[config.mk]
export PLATFORM = sky130hd
export DESIGN_NAME = rs_stream_encoder_flat
export DESIGN_NICKNAME = d
export VERILOG_FILES = /design/src/rtl/rs_pkg.sv /design/src/rtl/rs_stream_encoder_if.sv /design/src/rtl/rs_lfsr.sv /design/src/rtl/rs_stream_encoder.sv /design/src/flat_wrapper.sv
export SDC_FILE = /design/constraint.sdc
export NUM_CORES = 1
export LEC_CHECK = 0
export ABC_AREA = 1
export CAP_MARGIN = 20
export CORE_MARGIN = 4
export CORE_UTILIZATION = 45
export DETAILED_ROUTE_END_ITERATION = 10
export PLACE_DENSITY = 0.65
export SYNTH_ARGS = -nofsm -noshare
export SYNTH_HDL_FRONTEND = slang
export SYNTH_HIERARCHICAL = 1
export SYNTH_SLANG_ARGS = --single-unit
[constraint.sdc]
create_clock -name clk -period 2.5 [get_ports clk]
set_clock_uncertainty 0.2 [all_clocks]
set_input_delay 0.375 -clock clk [delete_from_list [all_inputs] [get_ports clk]]
set_output_delay 0.375 -clock clk [all_outputs]
set_load 0.05 [all_outputs]
[src/rtl/rs_pkg.sv]
// Shared GF(2^m) arithmetic and types for the streaming Reed-Solomon encoder.
// Field math is done on 16-bit containers so one function serves every width 3..12.
package rs_pkg;

   localparam int RS_SYM_W_DEF     = 8;
   localparam int RS_PRIM_POLY_DEF = 'h11D;
   localparam int RS_MAX_NPAR      = 64;

   typedef enum logic {
      MSG = 1'b0,
      PAR = 1'b1
   } rs_state_t;

   // Shift-and-add multiply, reducing by poly each time the product overflows bit w.
   function automatic logic [15:0] gf_mul(input logic [15:0] a, input logic [15:0] b,
                                          input logic [15:0] poly, input int w);
      logic [15:0] p;
      logic [15:0] aa;
      p  = '0;
      aa = a;
      for (int i = 0; i < 16; i++) begin
         if (i < w && ((b >> i) & 16'd1) != 16'd0) p = p ^ aa;
         aa = aa << 1;
         if (((aa >> w) & 16'd1) != 16'd0) aa = aa ^ poly;
      end
      return p;
   endfunction

   function automatic logic [15:0] gf_pow(input int e, input logic [15:0] poly, input int w);
      logic [15:0] x;
      x = 16'd1;
      for (int i = 0; i < e; i++) x = gf_mul(x, 16'd2, poly, w);
      return x;
   endfunction

   // Coefficient idx (ascending degree) of g(x) = prod (x - a^(fcr+j)); g[npar] = 1 is implicit.
   function automatic logic [15:0] gen_poly(input int idx, input int npar, input int fcr,
                                            input logic [15:0] poly, input int w);
      logic [RS_MAX_NPAR:0][15:0] g;
      logic [15:0]                root;
      g    = '0;
      g[0] = 16'd1;
      for (int j = 0; j < npar; j++) begin
         root = gf_pow(fcr + j, poly, w);
         for (int k = j + 1; k >= 1; k--) g[k] = g[k-1] ^ gf_mul(g[k], root, poly, w);
         g[0] = gf_mul(g[0], root, poly, w);
      end
      return g[idx];
   endfunction

endpackage

[src/rtl/rs_stream_encoder_if.sv]
// Message-in / codeword-out stream bundle of the RS encoder.
// master = upstream framer + downstream serialiser side, slave = encoder side.
interface rs_stream_encoder_if #(
   parameter int SYM_W = 8
);
   logic [SYM_W-1:0] s_data;
   logic             s_valid;
   logic             s_last;
   logic             s_ready;
   logic [SYM_W-1:0] m_data;
   logic             m_valid;
   logic             m_ready;
   logic             m_last;
   logic             m_parity;
   logic             err_len;

   modport master (
      output s_data, s_valid, s_last, m_ready,
      input  s_ready, m_data, m_valid, m_last, m_parity, err_len
   );

   modport slave (
      input  s_data, s_valid, s_last, m_ready,
      output s_ready, m_data, m_valid, m_last, m_parity, err_len
   );
endinterface

[src/rtl/rs_lfsr.sv]
// Parity LFSR: divides the message by g(x) while feeding, then shifts parity out MSB-first.
// Generator coefficients are elaboration-time constants; no runtime tables.
module rs_lfsr
   import rs_pkg::*;
#(
   parameter int SYM_W     = RS_SYM_W_DEF,
   parameter int NPAR      = 4,
   parameter int PRIM_POLY = RS_PRIM_POLY_DEF,
   parameter int FCR       = 0
) (
   input  logic             clk,
   input  logic             rst_n,
   input  logic             en_feed,
   input  logic             en_shift,
   input  logic             clr,
   input  logic [SYM_W-1:0] d,
   output logic [SYM_W-1:0] r_top
);

   function automatic logic [NPAR-1:0][SYM_W-1:0] calc_gen();
      logic [NPAR-1:0][SYM_W-1:0] c;
      logic [15:0]                t;
      for (int i = 0; i < NPAR; i++) begin
         t    = gen_poly(i, NPAR, FCR, 16'(PRIM_POLY), SYM_W);
         c[i] = t[SYM_W-1:0];
      end
      return c;
   endfunction

   localparam logic [NPAR-1:0][SYM_W-1:0] GEN = calc_gen();

   function automatic logic [SYM_W-1:0] mul(input logic [SYM_W-1:0] a, input logic [SYM_W-1:0] b);
      logic [15:0] p;
      p = gf_mul(16'(a), 16'(b), 16'(PRIM_POLY), SYM_W);
      return p[SYM_W-1:0];
   endfunction

   logic [SYM_W-1:0] r_par [NPAR];
   logic [SYM_W-1:0] w_fb;

   assign w_fb  = d ^ r_par[NPAR-1];
   assign r_top = r_par[NPAR-1];

   // clr wins over shift so the final parity load leaves a clean register for the next frame.
   always_ff @(posedge clk) begin
      if (!rst_n || clr) begin
         for (int i = 0; i < NPAR; i++) r_par[i] <= '0;
      end else if (en_feed) begin
         r_par[0] <= mul(w_fb, GEN[0]);
         for (int i = 1; i < NPAR; i++) r_par[i] <= r_par[i-1] ^ mul(w_fb, GEN[i]);
      end else if (en_shift) begin
         r_par[0] <= '0;
         for (int i = 1; i < NPAR; i++) r_par[i] <= r_par[i-1];
      end
   end

endmodule

[src/rtl/rs_stream_encoder.sv]
// Streaming systematic RS encoder: message symbols pass through, 2T parity symbols follow.
//   state | meaning
//   MSG   | accepting message symbols, passing them through and feeding the LFSR
//   PAR   | input stalled, shifting 2T parity symbols out of the LFSR
module rs_stream_encoder
   import rs_pkg::*;
#(
   parameter int SYM_W     = RS_SYM_W_DEF,
   parameter int PRIM_POLY = RS_PRIM_POLY_DEF,
   parameter int K         = 64,
   parameter int T         = 2,
   parameter int FCR       = 0
) (
   input  logic               clk,
   input  logic               rst_n,
   rs_stream_encoder_if.slave bus
);

   localparam int NPAR = 2 * T;
   localparam int CW   = $clog2(K + 1);
   localparam int PW   = $clog2(NPAR + 1);

   rs_state_t        r_state;
   logic [CW-1:0]    r_msg_cnt;
   logic [PW-1:0]    r_par_cnt;
   logic [SYM_W-1:0] r_m_data;
   logic             r_m_valid;
   logic             r_m_last;
   logic             r_m_parity;
   logic             r_err_len;

   logic             w_out_free;
   logic             w_s_ready;
   logic             w_accept;
   logic             w_par_load;
   logic             w_par_done;
   logic             w_cnt_hit;
   logic [SYM_W-1:0] w_r_top;

   assign w_out_free = !r_m_valid || bus.m_ready;
   assign w_s_ready  = (r_state == MSG) && w_out_free;
   assign w_accept   = bus.s_valid && w_s_ready;
   assign w_par_load = (r_state == PAR) && w_out_free;
   assign w_par_done = w_par_load && (r_par_cnt == PW'(NPAR - 1));
   assign w_cnt_hit  = (r_msg_cnt == CW'(K - 1));

   assign bus.s_ready  = w_s_ready;
   assign bus.m_data   = r_m_data;
   assign bus.m_valid  = r_m_valid;
   assign bus.m_last   = r_m_last;
   assign bus.m_parity = r_m_parity;
   assign bus.err_len  = r_err_len;

   rs_lfsr #(
      .SYM_W     (SYM_W),
      .NPAR      (NPAR),
      .PRIM_POLY (PRIM_POLY),
      .FCR       (FCR)
   ) u_lfsr (
      .clk      (clk),
      .rst_n    (rst_n),
      .en_feed  (w_accept),
      .en_shift (w_par_load),
      .clr      (w_par_done),
      .d        (bus.s_data),
      .r_top    (w_r_top)
   );

   always_ff @(posedge clk) begin
      if (!rst_n) begin
         r_state    <= MSG;
         r_msg_cnt  <= '0;
         r_par_cnt  <= '0;
         r_m_data   <= '0;
         r_m_valid  <= 1'b0;
         r_m_last   <= 1'b0;
         r_m_parity <= 1'b0;
         r_err_len  <= 1'b0;
      end else begin
         r_err_len <= 1'b0;
         case (r_state)
            MSG: begin
               if (w_accept) begin
                  r_m_data   <= bus.s_data;
                  r_m_valid  <= 1'b1;
                  r_m_last   <= 1'b0;
                  r_m_parity <= 1'b0;
                  r_msg_cnt  <= r_msg_cnt + CW'(1);
                  if (bus.s_last || w_cnt_hit) begin
                     r_state   <= PAR;
                     r_err_len <= !bus.s_last;
                  end
               end else if (bus.m_ready) begin
                  r_m_valid <= 1'b0;
               end
            end
            PAR: begin
               // Output register is always refilled here, so m_valid never drops mid-parity.
               if (w_out_free) begin
                  r_m_data   <= w_r_top;
                  r_m_valid  <= 1'b1;
                  r_m_parity <= 1'b1;
                  r_m_last   <= 1'b0;
                  r_par_cnt  <= r_par_cnt + PW'(1);
                  if (w_par_done) begin
                     r_m_last  <= 1'b1;
                     r_par_cnt <= '0;
                     r_msg_cnt <= '0;
                     r_state   <= MSG;
                  end
               end
            end
            default: r_state <= MSG;
         endcase
      end
   end

endmodule

[src/flat_wrapper.sv]
// flat-port wrapper written by rule: the top's interface ports become plain ports
module rs_stream_encoder_flat import rs_pkg::*;
#(
   parameter int SYM_W     = RS_SYM_W_DEF,
   parameter int PRIM_POLY = RS_PRIM_POLY_DEF,
   parameter int K         = 64,
   parameter int T         = 2,
   parameter int FCR       = 0
)
  (clk, rst_n, bus_s_data, bus_s_valid, bus_s_last, bus_m_ready, bus_s_ready, bus_m_data, bus_m_valid, bus_m_last, bus_m_parity, bus_err_len);
  rs_stream_encoder_if #(.SYM_W(SYM_W)) bus_i ();
  input  logic clk;
  input  logic rst_n;
  input wire logic [$bits(bus_i.s_data)-1:0] bus_s_data;
  input wire logic [$bits(bus_i.s_valid)-1:0] bus_s_valid;
  input wire logic [$bits(bus_i.s_last)-1:0] bus_s_last;
  input wire logic [$bits(bus_i.m_ready)-1:0] bus_m_ready;
  output wire logic [$bits(bus_i.s_ready)-1:0] bus_s_ready;
  output wire logic [$bits(bus_i.m_data)-1:0] bus_m_data;
  output wire logic [$bits(bus_i.m_valid)-1:0] bus_m_valid;
  output wire logic [$bits(bus_i.m_last)-1:0] bus_m_last;
  output wire logic [$bits(bus_i.m_parity)-1:0] bus_m_parity;
  output wire logic [$bits(bus_i.err_len)-1:0] bus_err_len;
  assign bus_i.s_data = bus_s_data;
  assign bus_i.s_valid = bus_s_valid;
  assign bus_i.s_last = bus_s_last;
  assign bus_i.m_ready = bus_m_ready;
  assign bus_s_ready = bus_i.s_ready;
  assign bus_m_data = bus_i.m_data;
  assign bus_m_valid = bus_i.m_valid;
  assign bus_m_last = bus_i.m_last;
  assign bus_m_parity = bus_i.m_parity;
  assign bus_err_len = bus_i.err_len;
  rs_stream_encoder #(.SYM_W(SYM_W), .PRIM_POLY(PRIM_POLY), .K(K), .T(T), .FCR(FCR)) u_core (.clk(clk), .rst_n(rst_n), .bus(bus_i));
endmodule
# Word level (Yosys, flattened, before mapping)
# Memory sizes are Yosys's and may differ from the RTL's.
# Cells that the tools add are included.
dict set report word_totals {
  regBits 23
  ramBits 32
  input_bits 13
  wordCells 146
  mem_count 1
}
dict set report op_classes {
  add_sub_neg 2
  n_eq_ne 6
  n_mux 83
  n_bitwise 31
  n_reduce_logical 15
}
# name depth word_bits read_ports rd_clocked_by_memory_dff write_ports line_no
set mem_list {}
lappend mem_list {u_core.u_lfsr.r_par 4 8 4 0 4 rs_lfsr.sv:38} ;# logic [SYM_W-1:0] r_par [NPAR];
# cell n
set op_table {}
lappend op_table {{8-bit two-way mux} 48}
lappend op_table {{8-bit bitwise XOR} 13}
lappend op_table {{5-bit two-way mux} 6}
lappend op_table {{4-bit NOT} 6}
lappend op_table {{7-bit two-way mux} 3}
lappend op_table {{1-bit two-way mux} 19}
lappend op_table {{8-bit case mux with 2 select lines} 1}
lappend op_table {{7-bit case mux with 2 select lines} 1}
lappend op_table {{1-bit OR} 8}
lappend op_table {{1-bit case mux with 2 select lines} 4}
lappend op_table {{7-bit by 1-bit adder with 7-bit output, second input constant} 1}
lappend op_table {{7-bit by 6-bit == test with 1-bit output, second input constant} 1}
lappend op_table {{2-bit != test, second input constant} 3}
lappend op_table {{2-bit AND reduction} 3}
lappend op_table {{1-bit logical AND} 4}
lappend op_table {{1-bit NOT} 4}
lappend op_table {{4-bit OR reduction} 1}
lappend op_table {{3-bit by 1-bit adder with 3-bit output, second input constant} 1}
lappend op_table {{3-bit by 2-bit == test with 1-bit output, second input constant} 1}
lappend op_table {{1-bit zero test} 3}
lappend op_table {{1-bit logical OR} 3}
lappend op_table {{3-bit two-way mux} 1}
lappend op_table {{3-bit != test, second input constant} 1}
lappend op_table {{3-bit AND reduction} 1}

# Depth between registers and ports, before layout
dict set report logic_depth {
  ltp_word 32
  ltp_mapped 16
}

# Cells and area by module
# Netlist, hierarchy kept.
# module n_inst cells_each area_each_um2
set by_module_without_submodules {}
lappend by_module_without_submodules {rs_lfsr 1 371 2518.7}
lappend by_module_without_submodules {rs_stream_encoder 1 157 1076.0}

# Least setup slack after synthesis
# No wires, ideal clock.
dict set report synth_path {
  path_type {register to register}
  from {register u_core.r_m_valid, in the netlist u_core/bus.m_valid}
  to {memory u_core.u_lfsr.r_par[2][3] (data pin)}
  setup_time_ps 253
  arrival_ps 2089
  t_required_ps 2047
  path_slack_ps -42
  path_stages_with_launch 12
  synth_period_minus_slack_ps 2542
  path_cell_list {dfxtp_1 > nand2_2 > nand2_1 > inv_2 > buf_4 > inv_1 > nor2_2 > nor2_1 > clkinv_1 > buf_4 > nand3_1 > nand2_1}
}
# element line_no
set synth_rtl {}
lappend synth_rtl {{from (decl)} rs_stream_encoder.sv:27} ;# logic r_m_valid;
lappend synth_rtl {{from (signal assigned)} rs_stream_encoder.sv:75} ;# r_m_valid <= 1'b0;
lappend synth_rtl {{from (signal assigned)} rs_stream_encoder.sv:85} ;# r_m_valid <= 1'b1;
lappend synth_rtl {{from (signal assigned)} rs_stream_encoder.sv:94} ;# r_m_valid <= 1'b0;
lappend synth_rtl {{to (decl)} rs_lfsr.sv:38}

==> run summary <==
Drt
• 4 — First-pass DRT Iterations
• 4.88 — ratio of routed vias to standard cells
• met4 — highest metal layer with signal wires
• 0 — post-detailed-route DRC marker count
• 9560 um — wire length after detailed routing
• 13.1 um — average detailed-routed wire length per instance
• 4830 um — routed length on met2
• 3556 — overall via count from detail_route
• 0 — number of nets with antenna violations after routing
• 4200 um — met1 wire length
• 352 um — routed length on met3
• 159 — starting DRC count in detailed routing

Cells and area
• 2050 um2 — total area of multi-input combinational cells
• 742 — fill cell count
• sky130_fd_sc_hd__nand2_1 — most frequent standard cell in the layout excluding fill and tap cells
• 4690 um2 — Finished Cell Area
• 641 — layout net count
• 21.2% — proportion of layout cells with a drive suffix above 1
• 199 x sky130_fd_sc_hd__nand2_1, 72 x sky130_fd_sc_hd__buf_4, 49 x sky130_fd_sc_hd__inv_1, 35 x sky130_fd_sc_hd__nand3_1, 33 x sky130_fd_sc_hd__a21oi_1 — most used cells in the layout excluding fill and tap cells
• 30.4% — post-synthesis to final-layout area growth
• 1340 um2 — register area
• 0 — ant diodes

Floorplan
• 7730 um2 — placeable core area
• 97.4 um — Die Span Y
• 46.5% — Initial Utilization
• 26 — I/O Pins
• 97.4 um — Die X-Extent
• 32 — number of placement rows
• 9480 um2 — floorplan die area

Flow run
• 0 — max-capacitance violation count

Critical path
• 0.51 ns — Largest stage delay, worst path
• input port to flop — critical path class
• clkdlybuf4s50_1, inv_1, nand2_1, nand2_1, nand2_1, nand3_1, nand2_4, xor2_1, nand2_1, nand3_1, xor2_1, nor2_1 — series of cell instances along the critical path
• 7 — maximum net fanout on the critical path
• input port — startpoint type of the worst setup path
• 2.23 ns — arrival time at the worst endpoint
• 2.38 ns — Req. time, crit path
• flop — kind of end point of the critical path
• simple AND/OR/NAND/NOR gates — kind of cell adding the most delay to the critical path
• sky130_fd_sc_hd__nand2_1 — cell mode on critical path
• sky130_fd_sc_hd__clkdlybuf4s50_1 — highest-delay cell along the critical path
• 2 — CP bufs+invs

Clock network
• 2 — deepest level of the CTS H-tree
• built — clock tree from TritonCTS
• 2 — maximum count of clock buffers along a single path
• sky130_fd_sc_hd__clkbuf_8 — root buffer selected by CTS
• 0 — count of hold-fix buffers inserted at cts
• 55 — CTS Sinks
• 0.10 ns — clock-pin transition on the worst setup and hold timing paths
• 0.32 ns — worst-skew pair later-pin latency
• 5 — TritonCTS Buffers

Global route
• 15800 um — wire length of the first global-routing pass
• 20 — largest net degree at the start of global routing
• 20.5% — overall global routing resource usage
• 0 — GRT overflow
• 0 — antenna violations before repair
• 3343 — via count of the first global-routing pass

Logic synthesis
• 6 — Warnings, synthesis
• 37.3% — share of the yosys chip area belonging to registers
• 55 — count of state elements after synthesis
• 528 — cells after synthesis
• 32 — synth unique cells
• 3590 um2 — combined area of all synthesized cells
• 6.81 um2 — Syn Area/Cell
• 544 — post-synthesis net count

Timing
• 0.268 ns — Fin Hold WS
• 0 — Hold Vio Cnt, Final
• 0.525 ns — pin slew with the least headroom to its limit
• 0 — Setup violations, final
• 2.35 ns — final worst path period need
• 0 ns — accumulated negative setup slack
• 94.1% — post-route clock period utilization
• 64.9% — relative slew slack
• 0 — Max Transition Viols Final
• 0.148 ns — post-route setup slack
• 425 MHz — Fmax

Place
• 7480 um — final HPWL from detailed placement
• -0.298 ns — worst setup slack before clock tree synthesis
• 4490 um2 — cell area after placement
• 25 — input/output buffers
• 0.925 — final weighted congestion of routability-driven global placement

Status
• finished clean — status

Power
• 0.431 mV — largest voltage drop on the vdd net
• 2.32 nW — leak pwr
• 866 nW/um2 — ratio of total power to cell area
• 0.00406 W — total power consumption of the routed design

Hold path
• flop to flop — worst hold-check path type

## kinds of logic after synthesis
group	synth area share, %
AND/OR/NAND/NOR	34.6
AO/OA/AOI/OAI	9.71
adder cells (fa/ha/maj)	1.04
buffers and inverters	7.73
flip-flops	37.3
XOR/XNOR	9.57
## registers in the layout, summed over array words and instances, names as in the netlist
register,count
u_core/bus.m_data,8
u_core/r_par_cnt,3
u_core/r_msg_cnt,7
u_core/bus.m_last,1
u_core/bus.err_len,1
u_core/bus.m_parity,1
u_core/r_state,1
u_core/u_lfsr/r_par,32
u_core/bus.m_valid,1
## Yosys cell counts (all sizes together)
cell,n,share of area (%)
nand2,215,24
inv,56,5.8
nand3,39,5.7
nor2,37,4.1
a21oi,35,5.0
dfxtp,31,17
o21ai,31,4.3
xor2,28,7.4
edfxtp,24,20
buf,9,1.5
xnor2,7,2.1
ha,3,1.0
nand4,3,0.52
clkbuf,2,0.21
clkinv,2,0.21
a211oi,1,0.21
a21o,1,0.21
and3,1,0.17
nand3b,1,0.21
nor3,1,0.14
or2,1,0.17
## per-layer routing
layer  up-vias  global-route usage (%)
met2        59                    36.3
li1       1862                       -
met5         -                       0
met1      1621                    26.0
met3        14                    2.80
met4         0                    5.43
## final cells by class
cell class                 count  area share [%]
clock buffer                   5            1.47
clock inverter                 3           0.507
inverter                      58            4.64
multi-input combinational    404            43.8
sequential                    55            28.6
tap                          102            2.72
timing repair buffer         101            18.2
## per-stage QoR
step                utilization (%)  std cells
global placement               58.2        720
floorplan                         -        528
global route                   60.7        728
finish                         60.7        728
CTS                            59.4        728
detailed placement             58.2        720
## path summary, 6_finish.rpt
check,depth (start not counted),to,slack [ns],from
hold / removal,2,u_core/bus.m_data[0]$_SDFFE_PN0P_,0.27,u_core/bus.m_data[0]$_SDFFE_PN0P_
hold reg to reg,2,u_core/bus.m_data[0]$_SDFFE_PN0P_,0.27,u_core/bus.m_data[0]$_SDFFE_PN0P_
setup reg to reg,15,u_core/u_lfsr/r_par[2][4]$_DFFE_PP_,0.21,u_core/r_par_cnt[0]$_SDFFE_PN0P_
setup / recovery,12,u_core/u_lfsr/r_par[1][0]$_SDFFCE_PP0P_,0.15,bus_s_data[2]
## what timing repair did
action / CTS / global route
setup endpoints to repair: 0 / 24
gates resized for setup: 0 / 31
setup buffers: 0 / 0
## power by group
part / total, W / internal, W / switching, W
logic: 0.00233 / 0.000989 / 0.00134
clock network: 0.000527 / 0.000206 / 0.000321
registers: 0.00121 / 0.00111 / 0.0000954
total: 0.00406 / 0.00231 / 0.00175
## tightest hold or removal path, stage by stage, from the launching register on
cell and delay [ns]:
sky130_fd_sc_hd__dfxtp_1 0.32, sky130_fd_sc_hd__nand2_1 0.06, sky130_fd_sc_hd__a21oi_1 0.05
(Power assumes the default switching activity.)
